File: config.mk
export PLATFORM = sky130hd
export DESIGN_NAME = fmap_nibble_stream_reader_flat
export DESIGN_NICKNAME = d
export VERILOG_FILES = /design/src/rtl/fmap_nibble_stream_reader_if.sv /design/src/rtl/fmap_nibble_stream_reader.sv /design/src/flat_wrapper.sv
export SDC_FILE = /design/constraint.sdc
export NUM_CORES = 1
export LEC_CHECK = 0
export CORE_MARGIN = 2
export CORE_UTILIZATION = 43
export CTS_CLUSTER_DIAMETER = 100
export DETAILED_ROUTE_END_ITERATION = 8
export GPL_ROUTABILITY_DRIVEN = 0
export PLACE_DENSITY = 0.85
export SLEW_MARGIN = 20
export SYNTH_ARGS = -nofsm -noshare
export SYNTH_HDL_FRONTEND = slang
export SYNTH_SLANG_ARGS = --single-unit
File: constraint.sdc
create_clock -name clk -period 1.75 [get_ports clk]
set_input_delay 0.4375 -clock clk [delete_from_list [all_inputs] [get_ports clk]]
set_output_delay 0.4375 -clock clk [all_outputs]
set_load 0.05 [all_outputs]
File: src/rtl/fmap_nibble_stream_reader_if.sv
// Upstream pooling-layer read port plus the downstream pixel stream of the feature-map reader.
// The reader drives through master; the pooling layer and the pixel consumer sit on slave.
interface fmap_nibble_stream_reader_if;
  logic        up_start;
  logic [4:0]  up_image_index;
  logic        up_done;
  logic [31:0] up_read_addr;
  logic [3:0]  up_read_data;
  logic        out_valid;
  logic        out_ready;
  logic [3:0]  out_data;
  logic [4:0]  out_ch;
  logic [3:0]  out_row;
  logic [3:0]  out_col;
  logic        out_last;

  modport master (
    output up_start, up_image_index, up_read_addr,
    input  up_done, up_read_data,
    output out_valid, out_data, out_ch, out_row, out_col, out_last,
    input  out_ready
  );

  modport slave (
    input  up_start, up_image_index, up_read_addr,
    output up_done, up_read_data,
    input  out_valid, out_data, out_ch, out_row, out_col, out_last,
    output out_ready
  );
endinterface

File: src/rtl/fmap_nibble_stream_reader.sv
// Streams one pooled feature map as nibble beats; READ_LAT+2 cycles per beat with out_ready high.
// out_ready low holds the beat in EMIT with all fields frozen; nothing is buffered.
module fmap_nibble_stream_reader #(
  parameter int CH       = 32,
  parameter int H        = 16,
  parameter int W        = 16,
  parameter int READ_LAT = 2
) (
  input  logic                               clk,
  input  logic                               resetn,
  input  logic                               start,
  input  logic [4:0]                         input_image_index,
  input  logic                               order_sel,
  fmap_nibble_stream_reader_if.master        bus,
  output logic                               busy,
  output logic                               done
);

  typedef enum logic [2:0] {IDLE, UP_START, WAIT_UP, ADDR, WAIT_LAT, EMIT, DONE} state_t;

  localparam logic [4:0] CH_MAX  = 5'(CH - 1);
  localparam logic [3:0] H_MAX   = 4'(H - 1);
  localparam logic [3:0] W_MAX   = 4'(W - 1);
  localparam logic [1:0] LAT_MAX = 2'(READ_LAT - 1);

  state_t     state, state_n;
  logic       order_q;
  logic [4:0] ch, ch_n;
  logic [3:0] row, row_n, col, col_n;
  logic [1:0] lat_cnt;
  logic       lat_hit, beat, is_last;

  assign lat_hit = (lat_cnt == LAT_MAX);
  assign beat    = (state == EMIT) && bus.out_ready;
  assign is_last = (ch == CH_MAX) && (row == H_MAX) && (col == W_MAX);

  always_ff @(posedge clk or negedge resetn) begin
    if (!resetn) state <= IDLE;
    else         state <= state_n;
  end

  always_comb begin
    state_n = state;
    case (state)
      IDLE:     if (start) state_n = UP_START;
      UP_START: state_n = WAIT_UP;
      WAIT_UP:  if (bus.up_done) state_n = ADDR;
      ADDR:     state_n = WAIT_LAT;
      WAIT_LAT: if (lat_hit) state_n = EMIT;
      EMIT:     if (bus.out_ready) state_n = bus.out_last ? DONE : ADDR;
      DONE:     state_n = IDLE;
      default:  state_n = IDLE;
    endcase
  end

  always_comb begin
    bus.up_start  = (state == UP_START);
    bus.out_valid = (state == EMIT);
    busy          = (state != IDLE);
    done          = (state == DONE);
  end

  // order_q=0: col, row, ch from fastest to slowest; order_q=1: ch, col, row.
  always_comb begin
    ch_n  = ch;
    row_n = row;
    col_n = col;
    if (!order_q) begin
      col_n = (col == W_MAX) ? 4'd0 : col + 4'd1;
      if (col == W_MAX) begin
        row_n = (row == H_MAX) ? 4'd0 : row + 4'd1;
        if (row == H_MAX) ch_n = (ch == CH_MAX) ? 5'd0 : ch + 5'd1;
      end
    end else begin
      ch_n = (ch == CH_MAX) ? 5'd0 : ch + 5'd1;
      if (ch == CH_MAX) begin
        col_n = (col == W_MAX) ? 4'd0 : col + 4'd1;
        if (col == W_MAX) row_n = (row == H_MAX) ? 4'd0 : row + 4'd1;
      end
    end
  end

  always_ff @(posedge clk or negedge resetn) begin
    if (!resetn) begin
      order_q            <= 1'b0;
      bus.up_image_index <= '0;
      bus.up_read_addr   <= '0;
      bus.out_data       <= '0;
      bus.out_ch         <= '0;
      bus.out_row        <= '0;
      bus.out_col        <= '0;
      bus.out_last       <= 1'b0;
      ch                 <= '0;
      row                <= '0;
      col                <= '0;
      lat_cnt            <= '0;
    end else begin
      if (state == IDLE && start) begin
        bus.up_image_index <= input_image_index;
        order_q            <= order_sel;
      end
      if (state == WAIT_UP && bus.up_done) begin
        ch  <= '0;
        row <= '0;
        col <= '0;
      end
      if (state == ADDR) begin
        bus.up_read_addr <= 32'(ch) * 32'(H * W) + 32'(row) * 32'(W) + 32'(col);
        lat_cnt          <= '0;
      end
      // The address stays put through WAIT_LAT and EMIT, so the capture sees a settled read.
      if (state == WAIT_LAT) begin
        lat_cnt <= lat_cnt + 2'd1;
        if (lat_hit) begin
          bus.out_data <= bus.up_read_data;
          bus.out_ch   <= ch;
          bus.out_row  <= row;
          bus.out_col  <= col;
          bus.out_last <= is_last;
        end
      end
      if (beat) begin
        ch           <= ch_n;
        row          <= row_n;
        col          <= col_n;
        bus.out_last <= 1'b0;
      end
    end
  end

endmodule

File: src/flat_wrapper.sv
// flat-port wrapper written by rule: the top's interface ports become plain ports
module fmap_nibble_stream_reader_flat 
#(
  parameter int CH       = 32,
  parameter int H        = 16,
  parameter int W        = 16,
  parameter int READ_LAT = 2
)
  (clk, resetn, start, input_image_index, order_sel, busy, done, bus_up_start, bus_up_image_index, bus_up_read_addr, bus_up_done, bus_up_read_data, bus_out_valid, bus_out_data, bus_out_ch, bus_out_row, bus_out_col, bus_out_last, bus_out_ready);
  fmap_nibble_stream_reader_if bus_i ();
  input  logic clk;
  input  logic resetn;
  input  logic start;
  input  logic [4:0] input_image_index;
  input  logic order_sel;
  output logic busy;
  output logic done;
  output wire logic [$bits(bus_i.up_start)-1:0] bus_up_start;
  output wire logic [$bits(bus_i.up_image_index)-1:0] bus_up_image_index;
  output wire logic [$bits(bus_i.up_read_addr)-1:0] bus_up_read_addr;
  input wire logic [$bits(bus_i.up_done)-1:0] bus_up_done;
  input wire logic [$bits(bus_i.up_read_data)-1:0] bus_up_read_data;
  output wire logic [$bits(bus_i.out_valid)-1:0] bus_out_valid;
  output wire logic [$bits(bus_i.out_data)-1:0] bus_out_data;
  output wire logic [$bits(bus_i.out_ch)-1:0] bus_out_ch;
  output wire logic [$bits(bus_i.out_row)-1:0] bus_out_row;
  output wire logic [$bits(bus_i.out_col)-1:0] bus_out_col;
  output wire logic [$bits(bus_i.out_last)-1:0] bus_out_last;
  input wire logic [$bits(bus_i.out_ready)-1:0] bus_out_ready;
  assign bus_up_start = bus_i.up_start;
  assign bus_up_image_index = bus_i.up_image_index;
  assign bus_up_read_addr = bus_i.up_read_addr;
  assign bus_i.up_done = bus_up_done;
  assign bus_i.up_read_data = bus_up_read_data;
  assign bus_out_valid = bus_i.out_valid;
  assign bus_out_data = bus_i.out_data;
  assign bus_out_ch = bus_i.out_ch;
  assign bus_out_row = bus_i.out_row;
  assign bus_out_col = bus_i.out_col;
  assign bus_out_last = bus_i.out_last;
  assign bus_i.out_ready = bus_out_ready;
  fmap_nibble_stream_reader #(.CH(CH), .H(H), .W(W), .READ_LAT(READ_LAT)) u_core (.clk(clk), .resetn(resetn), .start(start), .input_image_index(input_image_index), .order_sel(order_sel), .bus(bus_i), .busy(busy), .done(done));
endmodule
==> flow_summary_export.csv <==
group,metric,value,unit
timing,fin_crit,1780,ps
yosys,synthFlopType,"dfrtp_1",
yosys,syn-instance-count,227,
clock_tree,cts.path.max_buffers,2,
clock_tree,htreeDepth,2,
placement,dpl.hpwl,3790,um
yosys,netlist_area,2680,um2
routing,dr.pass1.iters,7,
timing,rsz0062_at_grt,"yes",
placement,pre_cts_ws,-241,ps
worst_setup_path,crit_chain,"ha_2 -> and3_1 -> ha_2 -> nor2b_4 -> o31a_1 -> a31oi_1 -> o21ai_0",
floorplan,rows,28,
timing,period_share,102,%
worst_setup_path,worstSetupPathType,"register to register",
routing,wl_met1,2520,um
global_routing,overflow,0,
routing,drc,0,
timing,max_freq,0.561,GHz
worst_setup_path,end_kind,"register",
routing,highest_layer,"met4",
flow_run,cap_violations,0,
worst_setup_path,cp_max_fo,4,
routing,vias,2011,
timing,finalSetupViolCount,2,
timing,slew_viol_final,0,
routing,wl_met3,323,um
yosys,yosys-top-cells-count,"dfrtp_1, mux2_2, buf_4",
floorplan,dieHeight,82.9,um
power_and_ir_drop,p_leak,1.77,nW
worst_setup_path,cpPeakStageDelay,420,ps
yosys,synth_edf_count,0,
power_and_ir_drop,total_power,5.23,mW
power_and_ir_drop,powerDensity,1440,nW/um2
floorplan,ioPinCount,74,
cells_and_area,fin_util,61.0,%
yosys,ys_async_sr_fraction,100,%
routing,drtAntennaViolNets,0,
yosys,yosys.area.top_type,"dfrtp_1",
routing,via_per_inst,5.14,
worst_setup_path,path_delay_family,"compound AO/OA/AOI/OAI gates",
status,outcome,"finished, violations left",
yosys,ys_seq_elements,55,
floorplan,die_w,82.9,um
worst_setup_path,crit_buf_inv,0,
worst_setup_path,start_kind,"register",
clock_tree,cts_tree,"yes",
routing,wire_per_inst,14.9,um
worst_setup_path,required,1950,ps
floorplan,core,5960,um2
clock_tree,cts.clk_slew.worst_paths,100,ps
global_routing,grt_use_total,16.6,%
placement,io_buffers,54,
worst_setup_path,cp_common_cell,"ha_2",
cells_and_area,synthToLayoutAreaGrowth,35.5,%
yosys,synth_area_leaders,"dfrtp_1, mux2_2, buf_4",
worst_setup_path,critPathArrivalTime,1980,ps
yosys,yosysMostFrequentCell,"dfrtp_1",
cells_and_area,fin_nets,335,
yosys,synth_top_area_share,51.4,%
timing,skew,6.92,ps
clock_tree,cts.sinks,55,
clock_tree,root_buffer,"clkbuf_8",
yosys,synth_cell_types,39,
worst_hold_path,hold_path.class,"input pin to asynchronous set/reset pin",
timing,hold_violations,0,
cells_and_area,drive_above_1_share,44.9,%
routing,wirelength,5840,um
global_routing,grt_pass1_wl,9320,um
clock_tree,cts_hold_buf,0,
yosys,ys_seq_area_share,51.4,%
routing,first_iter_violations,92,
routing,dr_wl_met2,2920,um
status,violations,"setup timing",
global_routing,grt_max_degree,56,
yosys,synth.avg_cell_area,11.8,um2
cells_and_area,diodes,0,
global_routing,antenna_found_initial,0,
floorplan,start_util,45.0,%
yosys,yosys_warnings,0,
timing,setup_slack,-32.2,ps
worst_setup_path,critPathSlowestCell,"dfrtp_1",
global_routing,first_global_vias,2033,
clock_tree,cts_inserted_buffers,5,
power_and_ir_drop,ir_drop,1.24,mV
clock_tree,clk_latency,310,ps
floorplan,dieArea,6880,um2
area by class of cell:
cell class              instances  area [um2]
clock buffers                   6        72.6
clock inverters                 2        12.5
fillers                       520        2320
inverters                       4        15.0
multi-input cells             160        1250
flip-flops and latches         55        1380
well taps                      75        93.8
repair buffers                 89         802
worst paths after layout:
| path | startpoint | endpoint | slack (ps) | cells past startpoint |
|---|---|---|---|---|
| max | u_core.ch[0] | u_core.row[3] | -30 | 7 |
| min | resetn | u_core.bus.out_row[0] | 100 | 2 |
| max reg2reg | u_core.ch[0] | u_core.row[3] | -30 | 7 |
| min reg2reg | u_core.bus.up_read_addr[4] | u_core.bus.up_read_addr[4] | 520 | 1 |
| max in group asynchronous | resetn | u_core.state[1] | 1390 | 2 |
| min in group clk | u_core.bus.up_read_addr[4] | u_core.bus.up_read_addr[4] | 520 | 1 |
logic make-up (layout without fill, tap and decap cells):
family                     Yosys count  count (layout)  share of synthesized area (%)
AOI/OAI and AO/OA                   35              35                           7.66
adders and majority gates            5               5                           2.33
buffers and inverters               30             101                           7.75
DFF                                 55              55                           51.4
muxes                               36              36                           16.3
other                                1              19                          0.140
and+or+nand+nor                     65              65                           14.4
worst reg2reg max path, stage by stage (launching register included):
cell	delay, ps
dfrtp_1	420
ha_2	210
and3_1	160
ha_2	220
nor2b_4	60
o31a_1	290
a31oi_1	190
o21ai_0	110
report_power, final:
part	internal, mW	switching (mW)	total [mW]
combinational	1.15	1.65	2.79
clock	0.281	0.419	0.700
sequential	1.55	0.194	1.74
total	2.98	2.26	5.23
sequential cells by signal, indices dropped and copies added, names as in the netlist:
name and cells:
u_core.col 4, u_core.ch 5, u_core.bus.up_image_index 5, u_core.state 3, u_core.row 4, u_core.order_q 1, u_core.bus.out_row 4, u_core.lat_cnt 2
u_core.bus.up_read_addr 13, u_core.bus.out_last 1, u_core.bus.out_data 4, u_core.bus.out_ch 5, u_core.bus.out_col 4
layout by cell type, fill, tap and decap left out, types with 2 or more instances in the layout:
cell	n
mux2_4	9
nand2_1	19
buf_12	6
o21ai_0	15
o21ai_1	4
dfrtp_2	4
buf_6	3
clkdlybuf4s50_1	13
a21oi_1	7
ha_2	2
ha_1	3
nand3_1	12
dfrtp_1	51
buf_4	65
nor2_1	9
clkbuf_8	5
nor2b_1	2
conb_1	19
and3_1	2
nand2b_1	3
mux2_2	26
nor4b_4	2
inv_1	4
nor2_2	2
per-stage QoR:
| step | hold WS, ps | area, um2 | setup TNS [ps] | instances |
|---|---|---|---|---|
| floorplan | 142 | 2760 | -205 | 245 |
| global placement | 457 | 3340 | -1310 | 371 |
| detailed placement | 458 | 3340 | -1960 | 371 |
| CTS | 110 | 3530 | -12.7 | 387 |
| global route | 122 | 3630 | -229 | 391 |
| finish | 103 | 3630 | -50.0 | 391 |
per-layer routing:
| metal | track usage, % | up-vias |
|---|---|---|
| met2 | 27.8 | 62 |
| met5 | 0 | - |
| met4 | 5.22 | 0 |
| met1 | 20.0 | 1001 |
| li1 | - | 938 |
| met3 | 5.86 | 10 |
timing repair:
action / 4_1_cts / 5_1_grt
setup endpoints to repair: 9 / 15
gates cloned: 0 / 1
buffers inserted: 8 / 3
gates resized for setup: 12 / 14
pin swaps: 0 / 3
hold endpoints to repair: 0 / 0
(Power assumes the default switching activity.)
